**src/rtl/mlp_weight_loader_pkg.sv**
```systemverilog
// Shared types and constants for the MLP parameter loader: FSM states,
// default reset parameters and the bias word-count helper.
package mlp_pkg;

    typedef enum logic [1:0] {
        IDLE   = 2'd0,
        LOAD   = 2'd1,
        DRAIN  = 2'd2,
        COMMIT = 2'd3
    } state_e;

    // Defaults are truncated to INPUT_WIDTH / ACCUM_WIDTH where they are used.
    localparam logic [63:0] DEFAULT_WEIGHT = 64'h0000_0000_0001_0000;
    localparam logic [63:0] DEFAULT_BIAS   = 64'h0000_0000_0004_0000;

    function automatic int bias_words(input int aw, input int iw);
        return (aw + iw - 32'sd1) / iw;
    endfunction

endpackage

```
**src/rtl/mlp_weight_loader_if.sv**
```systemverilog
// Valid/ready word stream carrying packed weights and bias chunks.
interface mlp_weight_loader_if #(
    parameter int INPUT_WIDTH = 20
);
    logic                   s_valid;
    logic                   s_ready;
    logic [INPUT_WIDTH-1:0] s_data;
    logic                   s_last;

    modport master (output s_valid, output s_data, output s_last, input s_ready);
    modport slave  (input s_valid, input s_data, input s_last, output s_ready);
endinterface

```
**src/rtl/mlp_weight_loader_frame_counter.sv**
```systemverilog
// Nested neuron/word counter that walks the shadow slots of one frame.
module mlp_frame_counter #(
    parameter int NUM_INPUTS  = 4,
    parameter int NUM_NEURONS = 3,
    parameter int BIAS_WORDS  = 3,
    parameter int NRN_W       = 2,
    parameter int WRD_W       = 3
) (
    input  logic             clk,
    input  logic             rst,
    input  logic             clear,
    input  logic             advance,
    output logic [NRN_W-1:0] nrn_idx,
    output logic [WRD_W-1:0] word_idx,
    output logic             is_bias,
    output logic             is_final
);
    localparam logic [NRN_W-1:0] LAST_NRN   = NRN_W'(NUM_NEURONS - 1);
    localparam logic [WRD_W-1:0] LAST_WRD   = WRD_W'(NUM_INPUTS + BIAS_WORDS - 1);
    localparam logic [WRD_W-1:0] FIRST_BIAS = WRD_W'(NUM_INPUTS);

    logic [NRN_W-1:0] nrn_q, nrn_d;
    logic [WRD_W-1:0] wrd_q, wrd_d;

    // Next-count: clear wins over advance; words wrap into the next neuron.
    always_comb begin
        nrn_d = nrn_q;
        wrd_d = wrd_q;
        if (clear) begin
            nrn_d = '0;
            wrd_d = '0;
        end else if (advance) begin
            if (wrd_q == LAST_WRD) begin
                wrd_d = '0;
                nrn_d = (nrn_q == LAST_NRN) ? '0 : nrn_q + NRN_W'(1);
            end else begin
                wrd_d = wrd_q + WRD_W'(1);
            end
        end else begin
            wrd_d = wrd_q;
        end
    end

    // Counter registers.
    always_ff @(posedge clk or negedge rst) begin
        if (!rst) begin
            nrn_q <= '0;
            wrd_q <= '0;
        end else begin
            nrn_q <= nrn_d;
            wrd_q <= wrd_d;
        end
    end

    assign nrn_idx  = nrn_q;
    assign word_idx = wrd_q;
    assign is_bias  = (wrd_q >= FIRST_BIAS);
    assign is_final = (nrn_q == LAST_NRN) && (wrd_q == LAST_WRD);

endmodule

```
**src/rtl/mlp_weight_loader.sv**
```systemverilog
// Streams weights/biases into shadow registers and commits a complete frame
// atomically. Optional MLP_LOADER_DEFAULTS_EN gives usable reset parameters.
module mlp_weight_loader
    import mlp_pkg::*;
#(
    parameter int INPUT_WIDTH = 20,
    parameter int ACCUM_WIDTH = 48,
    parameter int NUM_INPUTS  = 4,
    parameter int NUM_NEURONS = 3
) (
    input  logic                                      clk,
    input  logic                                      rst,
    mlp_weight_loader_if.slave                        s,
    output logic [NUM_NEURONS*NUM_INPUTS*INPUT_WIDTH-1:0] weights_flat,
    output logic [NUM_NEURONS*ACCUM_WIDTH-1:0]        biases_flat,
    output logic                                      params_valid,
    output logic                                      load_busy,
    output logic                                      load_done,
    output logic                                      frame_err
);
    localparam int BIAS_WORDS = bias_words(ACCUM_WIDTH, INPUT_WIDTH);
    localparam int WPN        = NUM_INPUTS + BIAS_WORDS;
    localparam int NRN_W      = (NUM_NEURONS > 1) ? $clog2(NUM_NEURONS) : 1;
    localparam int WRD_W      = $clog2(WPN);
    localparam int NW         = NUM_NEURONS * NUM_INPUTS;
    localparam int BB         = BIAS_WORDS * INPUT_WIDTH;

`ifdef MLP_LOADER_DEFAULTS_EN
    localparam logic [INPUT_WIDTH-1:0] W_RST  = INPUT_WIDTH'(DEFAULT_WEIGHT);
    localparam logic [ACCUM_WIDTH-1:0] B_RST  = ACCUM_WIDTH'(DEFAULT_BIAS);
    localparam logic                   PV_RST = 1'b1;
`else
    localparam logic [INPUT_WIDTH-1:0] W_RST  = '0;
    localparam logic [ACCUM_WIDTH-1:0] B_RST  = '0;
    localparam logic                   PV_RST = 1'b0;
`endif

    state_e                            state_q;
    logic                              s_ready_q, load_busy_q, load_done_q, frame_err_q, params_valid_q;
    logic [NW*INPUT_WIDTH-1:0]         weights_q;
    logic [NUM_NEURONS*ACCUM_WIDTH-1:0] biases_q;
    logic [INPUT_WIDTH-1:0]            shadow_w_q [NW];
    logic [ACCUM_WIDTH-1:0]            shadow_b_q [NUM_NEURONS];

    logic             accept_s, load_s, is_bias_s, is_final_s;
    logic [NRN_W-1:0] nrn_idx_s;
    logic [WRD_W-1:0] word_idx_s;
    int               chunk_sh_s;
    logic [BB-1:0]    chunk_ext_s, chunk_mask_s;

    assign accept_s  = s.s_valid && s_ready_q;
    assign load_s    = accept_s && ((state_q == IDLE) || (state_q == LOAD));
    assign s.s_ready = s_ready_q;

    mlp_frame_counter #(
        .NUM_INPUTS (NUM_INPUTS),
        .NUM_NEURONS(NUM_NEURONS),
        .BIAS_WORDS (BIAS_WORDS),
        .NRN_W      (NRN_W),
        .WRD_W      (WRD_W)
    ) u_cnt (
        .clk     (clk),
        .rst     (rst),
        .clear   (load_s && (s.s_last || is_final_s)),
        .advance (load_s),
        .nrn_idx (nrn_idx_s),
        .word_idx(word_idx_s),
        .is_bias (is_bias_s),
        .is_final(is_final_s)
    );

    // Position the incoming bias chunk within the bias word, LS chunk first.
    always_comb begin
        if (is_bias_s) begin
            chunk_sh_s = (int'(word_idx_s) - NUM_INPUTS) * INPUT_WIDTH;
        end else begin
            chunk_sh_s = 32'sd0;
        end
        chunk_ext_s  = BB'(s.s_data) << chunk_sh_s;
        chunk_mask_s = BB'({INPUT_WIDTH{1'b1}}) << chunk_sh_s;
    end

    // Shadow slot writes; the bits of the top chunk above ACCUM_WIDTH fall off.
    always_ff @(posedge clk or negedge rst) begin
        if (!rst) begin
            for (int j = 0; j < NW; j++) shadow_w_q[j] <= '0;
            for (int n = 0; n < NUM_NEURONS; n++) shadow_b_q[n] <= '0;
        end else if (load_s) begin
            for (int n = 0; n < NUM_NEURONS; n++) begin
                for (int i = 0; i < NUM_INPUTS; i++) begin
                    if (!is_bias_s && nrn_idx_s == NRN_W'(n) && word_idx_s == WRD_W'(i))
                        shadow_w_q[n*NUM_INPUTS+i] <= s.s_data;
                end
                if (is_bias_s && nrn_idx_s == NRN_W'(n))
                    shadow_b_q[n] <= (shadow_b_q[n] & ~ACCUM_WIDTH'(chunk_mask_s))
                                   | ACCUM_WIDTH'(chunk_ext_s);
            end
        end
    end

    // Frame FSM with registered handshake, status and parameter outputs.
    always_ff @(posedge clk or negedge rst) begin
        if (!rst) begin
            state_q        <= IDLE;
            s_ready_q      <= 1'b1;
            load_busy_q    <= 1'b0;
            load_done_q    <= 1'b0;
            frame_err_q    <= 1'b0;
            params_valid_q <= PV_RST;
            weights_q      <= {NW{W_RST}};
            biases_q       <= {NUM_NEURONS{B_RST}};
        end else begin
            load_done_q <= 1'b0;
            frame_err_q <= 1'b0;
            case (state_q)
                IDLE, LOAD: begin
                    if (accept_s) begin
                        if (is_final_s && s.s_last) begin
                            state_q     <= COMMIT;
                            s_ready_q   <= 1'b0;
                            load_busy_q <= 1'b1;
                        end else if (is_final_s) begin
                            state_q     <= DRAIN;
                            load_busy_q <= 1'b1;
                        end else if (s.s_last) begin
                            state_q     <= IDLE;
                            frame_err_q <= 1'b1;
                            load_busy_q <= 1'b0;
                        end else begin
                            state_q     <= LOAD;
                            load_busy_q <= 1'b1;
                        end
                    end
                end
                DRAIN: begin
                    if (accept_s && s.s_last) begin
                        state_q     <= IDLE;
                        frame_err_q <= 1'b1;
                        load_busy_q <= 1'b0;
                    end
                end
                COMMIT: begin
                    for (int j = 0; j < NW; j++)
                        weights_q[j*INPUT_WIDTH +: INPUT_WIDTH] <= shadow_w_q[j];
                    for (int n = 0; n < NUM_NEURONS; n++)
                        biases_q[n*ACCUM_WIDTH +: ACCUM_WIDTH] <= shadow_b_q[n];
                    params_valid_q <= 1'b1;
                    load_done_q    <= 1'b1;
                    state_q        <= IDLE;
                    s_ready_q      <= 1'b1;
                    load_busy_q    <= 1'b0;
                end
                default: begin
                    state_q     <= IDLE;
                    s_ready_q   <= 1'b1;
                    load_busy_q <= 1'b0;
                end
            endcase
        end
    end

    assign weights_flat = weights_q;
    assign biases_flat  = biases_q;
    assign params_valid = params_valid_q;
    assign load_busy    = load_busy_q;
    assign load_done    = load_done_q;
    assign frame_err    = frame_err_q;

endmodule

```
**src/flat_wrapper.sv**
```systemverilog
// flat-port wrapper written by rule: the top's interface ports become plain ports
module mlp_weight_loader_flat import mlp_pkg::*;
#(
    parameter int INPUT_WIDTH = 20,
    parameter int ACCUM_WIDTH = 48,
    parameter int NUM_INPUTS  = 4,
    parameter int NUM_NEURONS = 3
)
  (clk, rst, weights_flat, biases_flat, params_valid, load_busy, load_done, frame_err, s_s_valid, s_s_data, s_s_last, s_s_ready);
  mlp_weight_loader_if #(.INPUT_WIDTH(INPUT_WIDTH)) s_i ();
  input  logic clk;
  input  logic rst;
  output logic [NUM_NEURONS*NUM_INPUTS*INPUT_WIDTH-1:0] weights_flat;
  output logic [NUM_NEURONS*ACCUM_WIDTH-1:0] biases_flat;
  output logic params_valid;
  output logic load_busy;
  output logic load_done;
  output logic frame_err;
  input wire logic [$bits(s_i.s_valid)-1:0] s_s_valid;
  input wire logic [$bits(s_i.s_data)-1:0] s_s_data;
  input wire logic [$bits(s_i.s_last)-1:0] s_s_last;
  output wire logic [$bits(s_i.s_ready)-1:0] s_s_ready;
  assign s_i.s_valid = s_s_valid;
  assign s_i.s_data = s_s_data;
  assign s_i.s_last = s_s_last;
  assign s_s_ready = s_i.s_ready;
  mlp_weight_loader #(.INPUT_WIDTH(INPUT_WIDTH), .ACCUM_WIDTH(ACCUM_WIDTH), .NUM_INPUTS(NUM_INPUTS), .NUM_NEURONS(NUM_NEURONS)) u_core (.clk(clk), .rst(rst), .s(s_i), .weights_flat(weights_flat), .biases_flat(biases_flat), .params_valid(params_valid), .load_busy(load_busy), .load_done(load_done), .frame_err(frame_err));
endmodule
```
**config.mk**
```make
export PLATFORM = sky130hd
export DESIGN_NAME = mlp_weight_loader_flat
export DESIGN_NICKNAME = d
export VERILOG_FILES = /design/src/rtl/mlp_weight_loader_pkg.sv /design/src/rtl/mlp_weight_loader_if.sv /design/src/rtl/mlp_weight_loader_frame_counter.sv /design/src/rtl/mlp_weight_loader.sv /design/src/flat_wrapper.sv
export SDC_FILE = /design/constraint.sdc
export NUM_CORES = 1
export LEC_CHECK = 0
export ABC_AREA = 0
export BUFFER_PORTS_ARGS = -buffer_cell sky130_fd_sc_hd__buf_4
export CAP_MARGIN = 40
export CORE_MARGIN = 1
export CORE_UTILIZATION = 40
export DETAILED_ROUTE_END_ITERATION = 8
export GPL_TIMING_DRIVEN = 1
export HOLD_SLACK_MARGIN = 0.12
export PLACE_DENSITY_LB_ADDON = 0.12
export SLEW_MARGIN = 20
export SYNTH_ARGS = -nofsm -noshare
export SYNTH_HDL_FRONTEND = slang
export SYNTH_HIERARCHICAL = 1
export SYNTH_SLANG_ARGS = --single-unit
```
**constraint.sdc**
```tcl
create_clock -name clk -period 4.3 [get_ports clk]
set_clock_uncertainty 0.2 [all_clocks]
set_input_delay 0.645 -clock clk [delete_from_list [all_inputs] [get_ports clk]]
set_output_delay 0.645 -clock clk [all_outputs]
set_load 0.01 [all_outputs]
```
==> summary.md <==
| Metric | Value |
|---|---|
| Worst-path maximum fanout | 15 |
| # placed instances | 3538 |
| Maximum level of the CTS H-tree | 3 |
| Yosys warns | 6 |
| Synth top area cells | dfrtp_1 (63%), mux2_2 (23%), nand2_1 (1.6%) |
| Worst-path clk slew | 60 ps |
| Core area | approximately 76000 sq um |
| Least-Margin Pin Slew | 1000 ps |
| Clk buf depth | 3 |
| Initial drt markers | 1330 |
| # Max-Cap Violations | 0 |
| Number of port buffers | 412 |
| Antenna violations before repair | 1 |
| Leading area contributor after synthesis | dfrtp_1 |
| Final HPWL DP | 64670 um |
| Syn_nets | 2202 |
| Slowest stage delay, CP | 770 ps |
| Crit path max-delay family | adder cells |
| Number of max-slew violations in the final report | 0 |
| Post_cts resized | 0 |
| Final Hold Fails | 0 |
| Synth top area share | 0.6269 |
| Number of global-route vias before repair | 21280 |
| Die Y | 280.8 um |
| GRT Resource Usage Total | 0.2408 |
| Largest net degree at the start of global routing | around 130 |
| Grt ovf | 0 |
| I/O Pins | just over 400 |
| Via density | between 5 and 6 |
| Final Cycle Share | 0.8858 |
| Final setup vio count | 0 |
| Most numerous cell on the critical path | ha_1 |
| Total number of vias | 20060 |
| Status | complete, no violations |
| Antenna-violating nets left | 0 |
| Unrepaired setup endpoints after global routing | no |
| Post-synth EDFFs | 0 |
| Critical-path cell list | inv_1 -> ha_1 -> ha_1 -> ha_1 -> inv_1 -> ha_1 -> nor2b_1 -> o21ai_2 -> nor3_1 -> a221oi_1 -> o21ai_0 |
| Max-Slew Margin vs Limit | 0.3332 |
| Drt drc | 0 |
| Critical Path AT | between 4000 and 5000 ps |
| CTS tree | yes |
| Diode count | 0 |
| Leakage | 19.37 nW |
| Initial core utilization | 0.4067 |
| Die outline area | ~79000 sq um |
| Syn Inst Count | between 2000 and 2500 |
| Placer congestion estimate | 0.9051 |
| Data required, critical path | roughly 4600 ps |
| Top-count cell post-synth | dfrtp_1 |
| TritonCTS Buffers | 84 |
| Fmax | 0.2625 GHz |
| Pwr dens | 449.0 nW/um^2 |
| Die span in x | 280.8 um |
| Syn Std Cell Area | 31100 sq um |
| Synthesis-to-layout area growth | 23.75% |
| Sequential-to-total area share from yosys stat | 0.6277 |
| Drt first pass iters | 7 |
| Total power | 0.01728 W |
| Buf/Inv on CP | 2 |
| Fin nets | 2633 |
| Cts hold-fix bufs | 3 |
| Synth cell types | 80 |
| First-pass GRT wire length | about 140000 um |
| CP endpoint kind | register |
| Setup Fix Bufs, Post-CTS | 0 |
| Syn Area/Cell | 14.34 sq um |
| CP Launch Type | register |
| VDD IR-drop max | 365.9 uV |
| Final core occ | 0.5033 |
| Worst-Skew Late Latency | between 600 and 700 ps |
| Clock sinks | 780 |
| Layout Cells excl Fill | ~3700 |
| Setup CP Type | register to register |
| Sum Neg Setup Slack | 0 ps |
| Wire length per cell | roughly 26 um |
| Row cnt | 101 |
| Leading register cell type out of synthesis | dfrtp_1 |
| Routed wire length | 94950 um |
| CP max stage cell | nor3_1 |
| Clock root buffer | clkbuf_16 |
| Share of cells above drive strength 1 | 0.4776 |
| Post-synth ARST share | 1.000 |
| Register bit total from synthesis | slightly below 800 |
| Final worst path period need | between 3000 and 4000 ps |
| Worst min path class | input pin to register |
| Post-synth top cells | dfrtp_1 (779), mux2_2 (631), nand2_1 (133) |
path summary, 6_finish.rpt:
| kind | from | end | slack, ps | depth (start not counted) |
|---|---|---|---|---|
| max | u_core/u_cnt/word_idx[2] | u_core/shadow_b_q[21] | 490 | 11 |
| min reg2reg | u_core/shadow_b_q[15] | u_core/shadow_b_q[15] | 280 | 2 |
| max in group asynchronous | rst | u_core/shadow_w_q[143] | 2440 | 3 |
| min in group asynchronous | rst | u_core/biases_flat[130] | 400 | 2 |
| max reg2reg | u_core/u_cnt/word_idx[2] | u_core/shadow_b_q[21] | 490 | 11 |
| min | s_s_valid | u_core/state_q[1] | 210 | 4 |
layout make-up:
cell class	count	area, sq um
clock inverters	24	367.9
multi-input cells	1229	10930
repair buffers	489	3906
fillers	6648	37970
well taps	1030	1289
flip-flops and latches	780	19520
inverters	15	61.31
clock buffers	118	2410
cell families (layout without fill, tap and decap cells):
group | count (synthesis) | in the layout | synth area share
AND/OR/NAND/NOR | 294 | 294 | 0.04716
adder cells (fa/ha/maj) | 10 | 10 | 0.004265
AO/OA/AOI/OAI | 294 | 294 | 0.07122
buffers and inverters | 159 | 646 | 0.02112
multiplexers | 631 | 631 | 0.2285
flip-flops | 780 | 780 | 0.6277
metrics by stage:
step,setup WS [ps],area [sq um],hold slack (ps)
final,491.0,38480,205.3
after global routing,208.6,38480,217.3
after floorplan,996.9,31100,149.4
after global placement,638.8,35540,252.8
after detailed placement,540.1,35640,275.9
after CTS,522.1,38450,161.0
where the power goes:
group | internal, W | switching (W)
Clock | 0.00428 | 0.00296
Sequential | 0.00801 | 0.000351
Combinational | 0.000719 | 0.000958
Total | 0.0130 | 0.00427
layer usage:
layer / vias to the layer above / part of all wire / track usage
met5: - / 0 / 0
met3: 161 / 0.075 / 0.06700
met4: 0 / 0.032 / 0.07902
met2: 623 / 0.49 / 0.4030
li1: 8716 / - / -
met1: 10560 / 0.40 / 0.2997
state kept, by name, summed over array words and instances (netlist names):
register	count
u_core/u_cnt/nrn_idx	2
u_core/shadow_b_q	144
u_core/s.s_ready	1
u_core/shadow_w_q	240
u_core/params_valid	1
u_core/u_cnt/word_idx	3
u_core/frame_err	1
u_core/biases_flat	144
u_core/weights_flat	240
u_core/load_busy	1
u_core/state_q	2
u_core/load_done	1
tightest hold or removal path: stages:
cell	delay (ps)
buf_4	100
nand3_1	90
nand3b_1	80
o21ai_0	70
layout by cell type (no fill, tap or decap), types with 9 or more instances in the layout:
| cell | synthesis | routed |
|---|---|---|
| o221ai_1 | 18 | 18 |
| nand2_1 | 133 | 132 |
| clkbuf_16 | 0 | 84 |
| nand3_1 | 27 | 27 |
| o2bb2ai_1 | 19 | 19 |
| buf_4 | 1 | 467 |
| buf_12 | 0 | 11 |
| a32oi_1 | 15 | 15 |
| a32o_1 | 9 | 9 |
| a21oi_1 | 17 | 17 |
| a22oi_1 | 14 | 14 |
| o31ai_1 | 14 | 14 |
| nor2b_1 | 14 | 14 |
| inv_1 | 14 | 14 |
| nor2_1 | 27 | 27 |
| nand2b_1 | 10 | 10 |
| a22o_1 | 32 | 32 |
| ha_1 | 9 | 9 |
| clkbuf_1 | 94 | 16 |
| a221o_1 | 9 | 9 |
| o21ai_0 | 71 | 71 |
| dfrtp_1 | 779 | 779 |
| clkbuf_8 | 0 | 18 |
| mux2_2 | 631 | 631 |
| nor3_1 | 19 | 19 |
Note: power is estimated with default switching activity, not from simulation.
